File: src/rtl/hash_wfsm_if.sv
// hash_wfsm_if: write-side burst-master link used by hash_wfsm.
//
// Handshake: a beat on write_data moves when write_data_valid and
// bus_write_ready are both high on the same rising clk edge. Once the
// source raises write_data_valid it keeps write_data stable until that
// edge. bus_write_ready may change freely and does not depend on valid.
// init_master_txn is a one-cycle request; write_done is a one-cycle
// completion pulse from the master.
interface hash_wfsm_if #(
    parameter int DATA_WIDTH = 128,
    parameter int ADDR_WIDTH = 32
);
    logic                  init_master_txn;
    logic [ADDR_WIDTH-1:0] write_addr_index;
    logic [DATA_WIDTH-1:0] write_data;
    logic                  write_data_valid;
    logic                  bus_write_ready;
    logic                  write_done;

    // FSM side: issues the request and the beats
    modport master (
        output init_master_txn,
        output write_addr_index,
        output write_data,
        output write_data_valid,
        input  bus_write_ready,
        input  write_done
    );

    // Burst-master side: accepts beats and reports completion
    modport slave (
        input  init_master_txn,
        input  write_addr_index,
        input  write_data,
        input  write_data_valid,
        output bus_write_ready,
        output write_done
    );
endinterface

File: src/rtl/hash_wfsm.sv
// hash_wfsm: writes a finished Keccak digest back to OCM as a single
// burst of HASH_WIDTH/DATA_WIDTH beats, beat 0 = least significant slice.
// Sequence: IDLE -> INIT (request pulse) -> STREAM (beats) -> WAIT_DONE
// -> DONE (done pulse) -> IDLE. The digest and base index are captured
// on start, so the producer may change them afterwards.
//
// Optional watchdog: define HASH_WFSM_TIMEOUT_EN to abort WAIT_DONE after
// TIMEOUT_CYCLES cycles without write_done, setting sticky timeout_err.
// Without the macro no counter exists and timeout_err is tied low.
module hash_wfsm #(
    parameter int DATA_WIDTH     = 128,
    parameter int HASH_WIDTH     = 512,
    parameter int ADDR_WIDTH     = 32,
    parameter int TIMEOUT_CYCLES = 1024
) (
    input  logic                  clk,
    input  logic                  reset,
    input  logic                  start,
    input  logic [HASH_WIDTH-1:0] keccak_hash_reg,
    input  logic [ADDR_WIDTH-1:0] dest_index,
    hash_wfsm_if.master           wr_bus,
    output logic                  busy,
    output logic                  done,
    output logic                  timeout_err,
    output logic [2:0]            state_dbg
);
    localparam int NUM_BEATS = HASH_WIDTH / DATA_WIDTH;
    localparam int BW        = (NUM_BEATS > 1) ? $clog2(NUM_BEATS) : 1;
    localparam logic [BW-1:0] LAST_BEAT = BW'(NUM_BEATS - 1);

    // Reject configurations the beat slicing or watchdog cannot express
    if ((HASH_WIDTH % DATA_WIDTH) != 0 || TIMEOUT_CYCLES < 1) begin : g_bad_cfg
        $error("hash_wfsm: HASH_WIDTH must be a multiple of DATA_WIDTH and TIMEOUT_CYCLES >= 1");
    end

    typedef enum logic [2:0] {
        S_IDLE      = 3'd0,
        S_INIT      = 3'd1,
        S_STREAM    = 3'd2,
        S_WAIT_DONE = 3'd3,
        S_DONE      = 3'd4
    } state_e;

    state_e                state_q, state_d;
    logic [BW-1:0]         beat_cnt_q, beat_cnt_d;
    logic [HASH_WIDTH-1:0] shadow_q, shadow_d;
    logic [ADDR_WIDTH-1:0] addr_q, addr_d;
    logic [DATA_WIDTH-1:0] beats [NUM_BEATS];

`ifdef HASH_WFSM_TIMEOUT_EN
    localparam int WDW = (TIMEOUT_CYCLES > 1) ? $clog2(TIMEOUT_CYCLES) : 1;
    localparam logic [WDW-1:0] WD_LAST = WDW'(TIMEOUT_CYCLES - 1);
    logic [WDW-1:0] wd_cnt_q, wd_cnt_d;
    logic           err_q, err_d;
`endif

    // Split the shadow digest into beat-sized slices, beat 0 at the LSBs
    for (genvar g = 0; g < NUM_BEATS; g++) begin : g_beats
        assign beats[g] = shadow_q[g*DATA_WIDTH +: DATA_WIDTH];
    end

    // State and datapath registers, synchronous reset clears everything
    always_ff @(posedge clk) begin
        if (reset) begin
            state_q    <= S_IDLE;
            beat_cnt_q <= '0;
            shadow_q   <= '0;
            addr_q     <= '0;
`ifdef HASH_WFSM_TIMEOUT_EN
            wd_cnt_q   <= '0;
            err_q      <= 1'b0;
`endif
        end else begin
            state_q    <= state_d;
            beat_cnt_q <= beat_cnt_d;
            shadow_q   <= shadow_d;
            addr_q     <= addr_d;
`ifdef HASH_WFSM_TIMEOUT_EN
            wd_cnt_q   <= wd_cnt_d;
            err_q      <= err_d;
`endif
        end
    end

    // Next-state logic: capture, request, stream beats, await completion
    always_comb begin
        state_d    = state_q;
        beat_cnt_d = beat_cnt_q;
        shadow_d   = shadow_q;
        addr_d     = addr_q;
`ifdef HASH_WFSM_TIMEOUT_EN
        wd_cnt_d   = wd_cnt_q;
        err_d      = err_q;
`endif
        case (state_q)
            S_IDLE: begin
                if (start) begin
                    shadow_d   = keccak_hash_reg;
                    addr_d     = dest_index;
                    beat_cnt_d = '0;
                    state_d    = S_INIT;
`ifdef HASH_WFSM_TIMEOUT_EN
                    err_d      = 1'b0;
`endif
                end
            end
            S_INIT: begin
                state_d = S_STREAM;
            end
            S_STREAM: begin
                // valid is always high here, so ready alone means acceptance
                if (wr_bus.bus_write_ready) begin
                    beat_cnt_d = beat_cnt_q + 1'b1;
                    if (beat_cnt_q == LAST_BEAT) begin
                        // write_done only counts on the last-beat cycle
                        state_d = wr_bus.write_done ? S_DONE : S_WAIT_DONE;
`ifdef HASH_WFSM_TIMEOUT_EN
                        wd_cnt_d = '0;
`endif
                    end
                end
            end
            S_WAIT_DONE: begin
                if (wr_bus.write_done) begin
                    state_d = S_DONE;
                end
`ifdef HASH_WFSM_TIMEOUT_EN
                else if (wd_cnt_q == WD_LAST) begin
                    err_d   = 1'b1;
                    state_d = S_IDLE;
                end else begin
                    wd_cnt_d = wd_cnt_q + 1'b1;
                end
`endif
            end
            S_DONE: begin
                addr_d  = '0;
                state_d = S_IDLE;
            end
            default: begin
                state_d = S_IDLE;
            end
        endcase
    end

    // Outputs decode directly from registered state; data is zero off-stream
    assign wr_bus.init_master_txn  = (state_q == S_INIT);
    assign wr_bus.write_data_valid = (state_q == S_STREAM);
    assign wr_bus.write_data       = (state_q == S_STREAM) ? beats[beat_cnt_q] : '0;
    assign wr_bus.write_addr_index = addr_q;
    assign busy                    = (state_q != S_IDLE);
    assign done                    = (state_q == S_DONE);
    assign state_dbg               = state_q;

`ifdef HASH_WFSM_TIMEOUT_EN
    assign timeout_err = err_q;
`else
    assign timeout_err = 1'b0;
`endif

endmodule

File: src/flat_wrapper.sv
// flat-port wrapper written by rule: the top's interface ports become plain ports
module hash_wfsm_flat 
#(
    parameter int DATA_WIDTH     = 128,
    parameter int HASH_WIDTH     = 512,
    parameter int ADDR_WIDTH     = 32,
    parameter int TIMEOUT_CYCLES = 1024
)
  (clk, reset, start, keccak_hash_reg, dest_index, busy, done, timeout_err, state_dbg, wr_bus_init_master_txn, wr_bus_write_addr_index, wr_bus_write_data, wr_bus_write_data_valid, wr_bus_bus_write_ready, wr_bus_write_done);
  hash_wfsm_if #(.DATA_WIDTH(DATA_WIDTH), .ADDR_WIDTH(ADDR_WIDTH)) wr_bus_i ();
  input  logic clk;
  input  logic reset;
  input  logic start;
  input  logic [HASH_WIDTH-1:0] keccak_hash_reg;
  input  logic [ADDR_WIDTH-1:0] dest_index;
  output logic busy;
  output logic done;
  output logic timeout_err;
  output logic [2:0] state_dbg;
  output wire logic [$bits(wr_bus_i.init_master_txn)-1:0] wr_bus_init_master_txn;
  output wire logic [$bits(wr_bus_i.write_addr_index)-1:0] wr_bus_write_addr_index;
  output wire logic [$bits(wr_bus_i.write_data)-1:0] wr_bus_write_data;
  output wire logic [$bits(wr_bus_i.write_data_valid)-1:0] wr_bus_write_data_valid;
  input wire logic [$bits(wr_bus_i.bus_write_ready)-1:0] wr_bus_bus_write_ready;
  input wire logic [$bits(wr_bus_i.write_done)-1:0] wr_bus_write_done;
  assign wr_bus_init_master_txn = wr_bus_i.init_master_txn;
  assign wr_bus_write_addr_index = wr_bus_i.write_addr_index;
  assign wr_bus_write_data = wr_bus_i.write_data;
  assign wr_bus_write_data_valid = wr_bus_i.write_data_valid;
  assign wr_bus_i.bus_write_ready = wr_bus_bus_write_ready;
  assign wr_bus_i.write_done = wr_bus_write_done;
  hash_wfsm #(.DATA_WIDTH(DATA_WIDTH), .HASH_WIDTH(HASH_WIDTH), .ADDR_WIDTH(ADDR_WIDTH), .TIMEOUT_CYCLES(TIMEOUT_CYCLES)) u_core (.clk(clk), .reset(reset), .start(start), .keccak_hash_reg(keccak_hash_reg), .dest_index(dest_index), .wr_bus(wr_bus_i), .busy(busy), .done(done), .timeout_err(timeout_err), .state_dbg(state_dbg));
endmodule
File: config.mk
export PLATFORM = sky130hd
export DESIGN_NAME = hash_wfsm_flat
export DESIGN_NICKNAME = d
export VERILOG_FILES = /design/src/rtl/hash_wfsm_if.sv /design/src/rtl/hash_wfsm.sv /design/src/flat_wrapper.sv
export SDC_FILE = /design/constraint.sdc
export NUM_CORES = 1
export LEC_CHECK = 0
export ABC_AREA = 1
export BUFFER_PORTS_ARGS = -buffer_cell sky130_fd_sc_hd__buf_4
export CAP_MARGIN = 10
export CORE_MARGIN = 3
export CORE_UTILIZATION = 25
export DETAILED_ROUTE_END_ITERATION = 7
export GPL_TIMING_DRIVEN = 0
export HOLD_SLACK_MARGIN = 0.15
export PLACE_DENSITY = 0.55
export SYNTH_ARGS = -nofsm -noshare
export SYNTH_HDL_FRONTEND = slang
export SYNTH_SLANG_ARGS = --single-unit
File: constraint.sdc
create_clock -name clk -period 1.3 [get_ports clk]
set_input_delay 0 -clock clk [delete_from_list [all_inputs] [get_ports clk]]
set_output_delay 0 -clock clk [all_outputs]
set_load 0.02 [all_outputs]
==> flow_summary_export.csv <==
group,metric,value,unit
routing,via_count,28045,
floorplanning,dieArea,95100,µm²
routing,route.final.wire_length,123000,µm
clocking,cts_max_path_buffers,3,
clocking,tritoncts_clock_tree,"built",
timing,setup_total_negative_slack,-384.54,ns
critical_path,timing.critical_path.max_delay_family,"buffers and inverters",
routing,drt_first_iter_violations,1954,
routing,wl_per_cell,21.1,µm
outcome,run_status,"finished with violations",
timing,fin_skew,0.0348,ns
critical_path,cp-end-kind,"output pin",
cells_and_area,layout_commonest_cell,"sky130_fd_sc_hd__buf_4",
floorplanning,initial_utilization,25.3,%
timing,fmaxAchievable,0.417,GHz
grt,maximum_number_of_pins_on_one_net_before_global_route_repair,14,
yosys,synth-seq-area-share,48.1,%
cells_and_area,fillerInstances,8724,
timing,hold_violations,0,
grt,globalRouteOverflowTotal,0,
critical_path,worst-endpoint-required,1.30,ns
critical_path,max_stage_delay_on_crit_path,0.39,ns
cells_and_area,nNetsFinal,5151,
yosys,asyncSetResetFlopFracSynth,0,%
power,power.ir.vdd_worst,1.02,mV
timing,total_count_of_max_transition_violations_in_the_final_report,0,
timing,grt_setup_unrepaired,"yes",
yosys,mappedNetlistArea,22900,µm²
place,globalplace.congestion,0.930,
timing,finalCriticalPeriod,2.40,ns
critical_path,crit_chain,"buf_12 -> buf_16 -> buf_16 -> buf_12 -> a21oi_2 -> o21ai_1 -> a21oi_2 -> buf_6",
yosys,number_of_register_bits_inferred_by_synthesis,549,
floorplanning,placementRows,110,
power,post-layout-total-power,0.0750,W
power,p_sw_share,39.3,%
cells_and_area,area_growth_syn_to_layout,84.5,%
min_path,worst_hold_path_type,"input port to flop",
routing,drtPass1Iterations,5,
clocking,cts_made_buffers,67,
floorplanning,die_span_in_x,308,µm
yosys,yosysWarningCount,0,
yosys,synthCells,3151,
timing,post-route-worst-setup-slack,-1.10,ns
critical_path,worst_ep_arrival_time,2.40,ns
timing,timing.final.setup_violations,681,
yosys,synth_ff_type,"sky130_fd_sc_hd__dfxtp_1",
floorplanning,die_height,308,µm
routing,detail_routed_via_count_per_cell,4.79,
grt,antenna_violations_before_repair,22,
timing,slew_headroom,22.6,%
power,combinationalPowerShare,41.9,%
power,internal_power,0.0455,W
clocking,clk_pin_slew,0.06,ns
cells_and_area,final_layout_size_suffix_gt1_share,31.0,%
power,share_clk_of_total_power,26.3,%
routing,detail_route.drc_violations,0,
place,place_worst_setup_slack,-1.45,ns
power,p_leak,17.0,nW
timing,tightest_slew,1.16,ns
critical_path,critical_path_buf_inv_count,5,
grt,via_count_of_the_first_global_routing_pass,28206,
outcome,violations,"setup timing",
critical_path,slowest_cell_on_the_critical_path,"sky130_fd_sc_hd__dfxtp_4",
grt,grt_usage,24.3,%
place,io_buffer_count,714,
critical_path,timing.setup.critical_path_class,"flop to output pin",
yosys,per_instance_average_area_after_synthesis,7.26,µm²
critical_path,critPathLaunchType,"flop",
yosys,syn-num-nets,3701,
critical_path,cp_max_fo,7,
clocking,clock_sink_count,549,
power,powerDensity,1780,nW/µm²
floorplanning,design.core.area,90300,µm²
yosys,yosys.cell_types.count,22,
yosys,synth_top_area_cell,"sky130_fd_sc_hd__dfxtp_1",
yosys,synthTopCellsByArea,"sky130_fd_sc_hd__dfxtp_1 48%, sky130_fd_sc_hd__o21ai_0 15%, sky130_fd_sc_hd__a21oi_1 15%",
yosys,synth_enable_flop_cells,0,
timing,min_period_over_period,184,%
grt,first_pass_grt_wire_length,175000,µm
power,p_seq_share,31.8,%
clocking,cts_htree_levels,3,
cells_and_area,final_cell_mix,"639 x sky130_fd_sc_hd__buf_4, 638 x sky130_fd_sc_hd__dlygate4sd3_1, 545 x sky130_fd_sc_hd__dfxtp_1",
routing,ant_nets,0,
power,net-switching-power,0.0295,W
floorplanning,floorplan.io_pins,717,
clocking,clockRootBuffer,"sky130_fd_sc_hd__clkbuf_16",
place,detailed_place_hpwl,87700,µm
clocking,clock_latency,0.62,ns
yosys,synthDominantCellAreaShare,48.1,%
job,maxCapViolCount,0,
==> final cells by class <==
| class | instances | area (µm²) | area share [%] |
|---|---|---|---|
| Antenna cell | 26 | 65.1 | 0.154 |
| Buffer | 279 | 2070 | 4.90 |
| Clock buffer | 92 | 1950 | 4.63 |
| Clock inverter | 24 | 339 | 0.804 |
| Inverter | 268 | 1010 | 2.40 |
| Multi-Input combinational cell | 2054 | 11500 | 27.4 |
| Sequential cell | 549 | 11000 | 26.1 |
| Tap cell | 1176 | 1470 | 3.49 |
| Timing Repair Buffer | 1382 | 12700 | 30.2 |
==> Yosys cell counts (2+ instances only) <==
cell type	count
sky130_fd_sc_hd__nand3_1	5
sky130_fd_sc_hd__buf_4	10
sky130_fd_sc_hd__o21ai_0	705
sky130_fd_sc_hd__nand2_1	75
sky130_fd_sc_hd__buf_6	15
sky130_fd_sc_hd__buf_2	91
sky130_fd_sc_hd__inv_2	4
sky130_fd_sc_hd__clkbuf_1	150
sky130_fd_sc_hd__a21oi_1	675
sky130_fd_sc_hd__nor2_1	520
sky130_fd_sc_hd__inv_1	264
sky130_fd_sc_hd__o21ai_1	65
sky130_fd_sc_hd__dfxtp_1	549
sky130_fd_sc_hd__buf_1	14
sky130_fd_sc_hd__nor2_2	2
==> worst paths after layout <==
kind,start,endpoint,slack [ns],cells after the start
max,u_core.beat_cnt_q[0],wr_bus_write_data[23],-1.10,8
min,start,u_core.wr_bus.write_addr_index[3],0.14,7
max reg2reg,u_core.state_dbg[0],u_core.shadow_q[95],-0.79,9
min reg2reg,u_core.shadow_q[192],u_core.shadow_q[192],0.45,2
==> flip-flops by register name, indices dropped and copies added (netlist names) <==
name                            flops
u_core.beat_cnt_q                   2
u_core.shadow_q                   512
u_core.state_dbg                    3
u_core.wr_bus.write_addr_index     32
==> timing repair <==
action                                  in CTS  in global routing
resized for setup                          385                489
hold buffers                               638                  0
endpoints found under the setup margin     680                681
cloned                                       3                 14
endpoints found under the hold margin      549                  0
pin swaps                                   52                111
buffers inserted                             8                  4
==> cells by family after synthesis <==
| group | count (synthesis) | share of synthesized area (%) |
|---|---|---|
| AOI/OAI and AO/OA | 1446 | 31.7 |
| and+or+nand+nor | 606 | 10.1 |
| DFF | 549 | 48.1 |
| buffers and inverters | 548 | 10.2 |
| adders and majority gates | 1 | 0.0547 |
| other | 1 | 0.0164 |
==> power groups by stage <==
stage	clock [W]	sequential, W	combinational [W]
final	0.0197	0.0238	0.0314
after global routing	0.0207	0.0243	0.0339
after CTS	0.0200	0.0236	0.0284
after detailed placement	0	0.0238	0.0247
after global placement	0	0.0237	0.0245
after floorplan	0	0.0236	0.0148
==> metal layers <==
| layer | share of wire [%] | wire, µm | GRT usage, % | vias to the layer above |
|---|---|---|---|---|
| met5 | 0.046 | 57 | 0 | - |
| met2 | 47 | 58100 | 41.3 | 1028 |
| met1 | 43 | 52500 | 30.2 | 13260 |
| li1 | - | - | - | 13491 |
| met4 | 4.3 | 5290 | 9.99 | 8 |
| met3 | 5.9 | 7330 | 4.41 | 258 |
==> worst min-delay path, cell delays in order <==
cell and delay, ns:
sky130_fd_sc_hd__buf_4 0.08, sky130_fd_sc_hd__inv_1 0.07, sky130_fd_sc_hd__nor2_4 0.12, sky130_fd_sc_hd__buf_8 0.20, sky130_fd_sc_hd__nor2_2 0.10, sky130_fd_sc_hd__nand2_1 0.07, sky130_fd_sc_hd__a21oi_1 0.05
==> per-stage QoR <==
step / utilization, % / cell area, µm² / hold slack (ns) / cells
global placement: 33.6 / 30300 / 0.225 / 5041
global route: 46.7 / 42100 / 0.168 / 5829
CTS: 44.5 / 40200 / 0.150 / 5806
floorplan: - / 23500 / 0.135 / 3151
finish: 46.7 / 42200 / 0.139 / 5850
detailed placement: 33.6 / 30400 / 0.228 / 5042
Note: power is estimated with default switching activity, not from simulation.
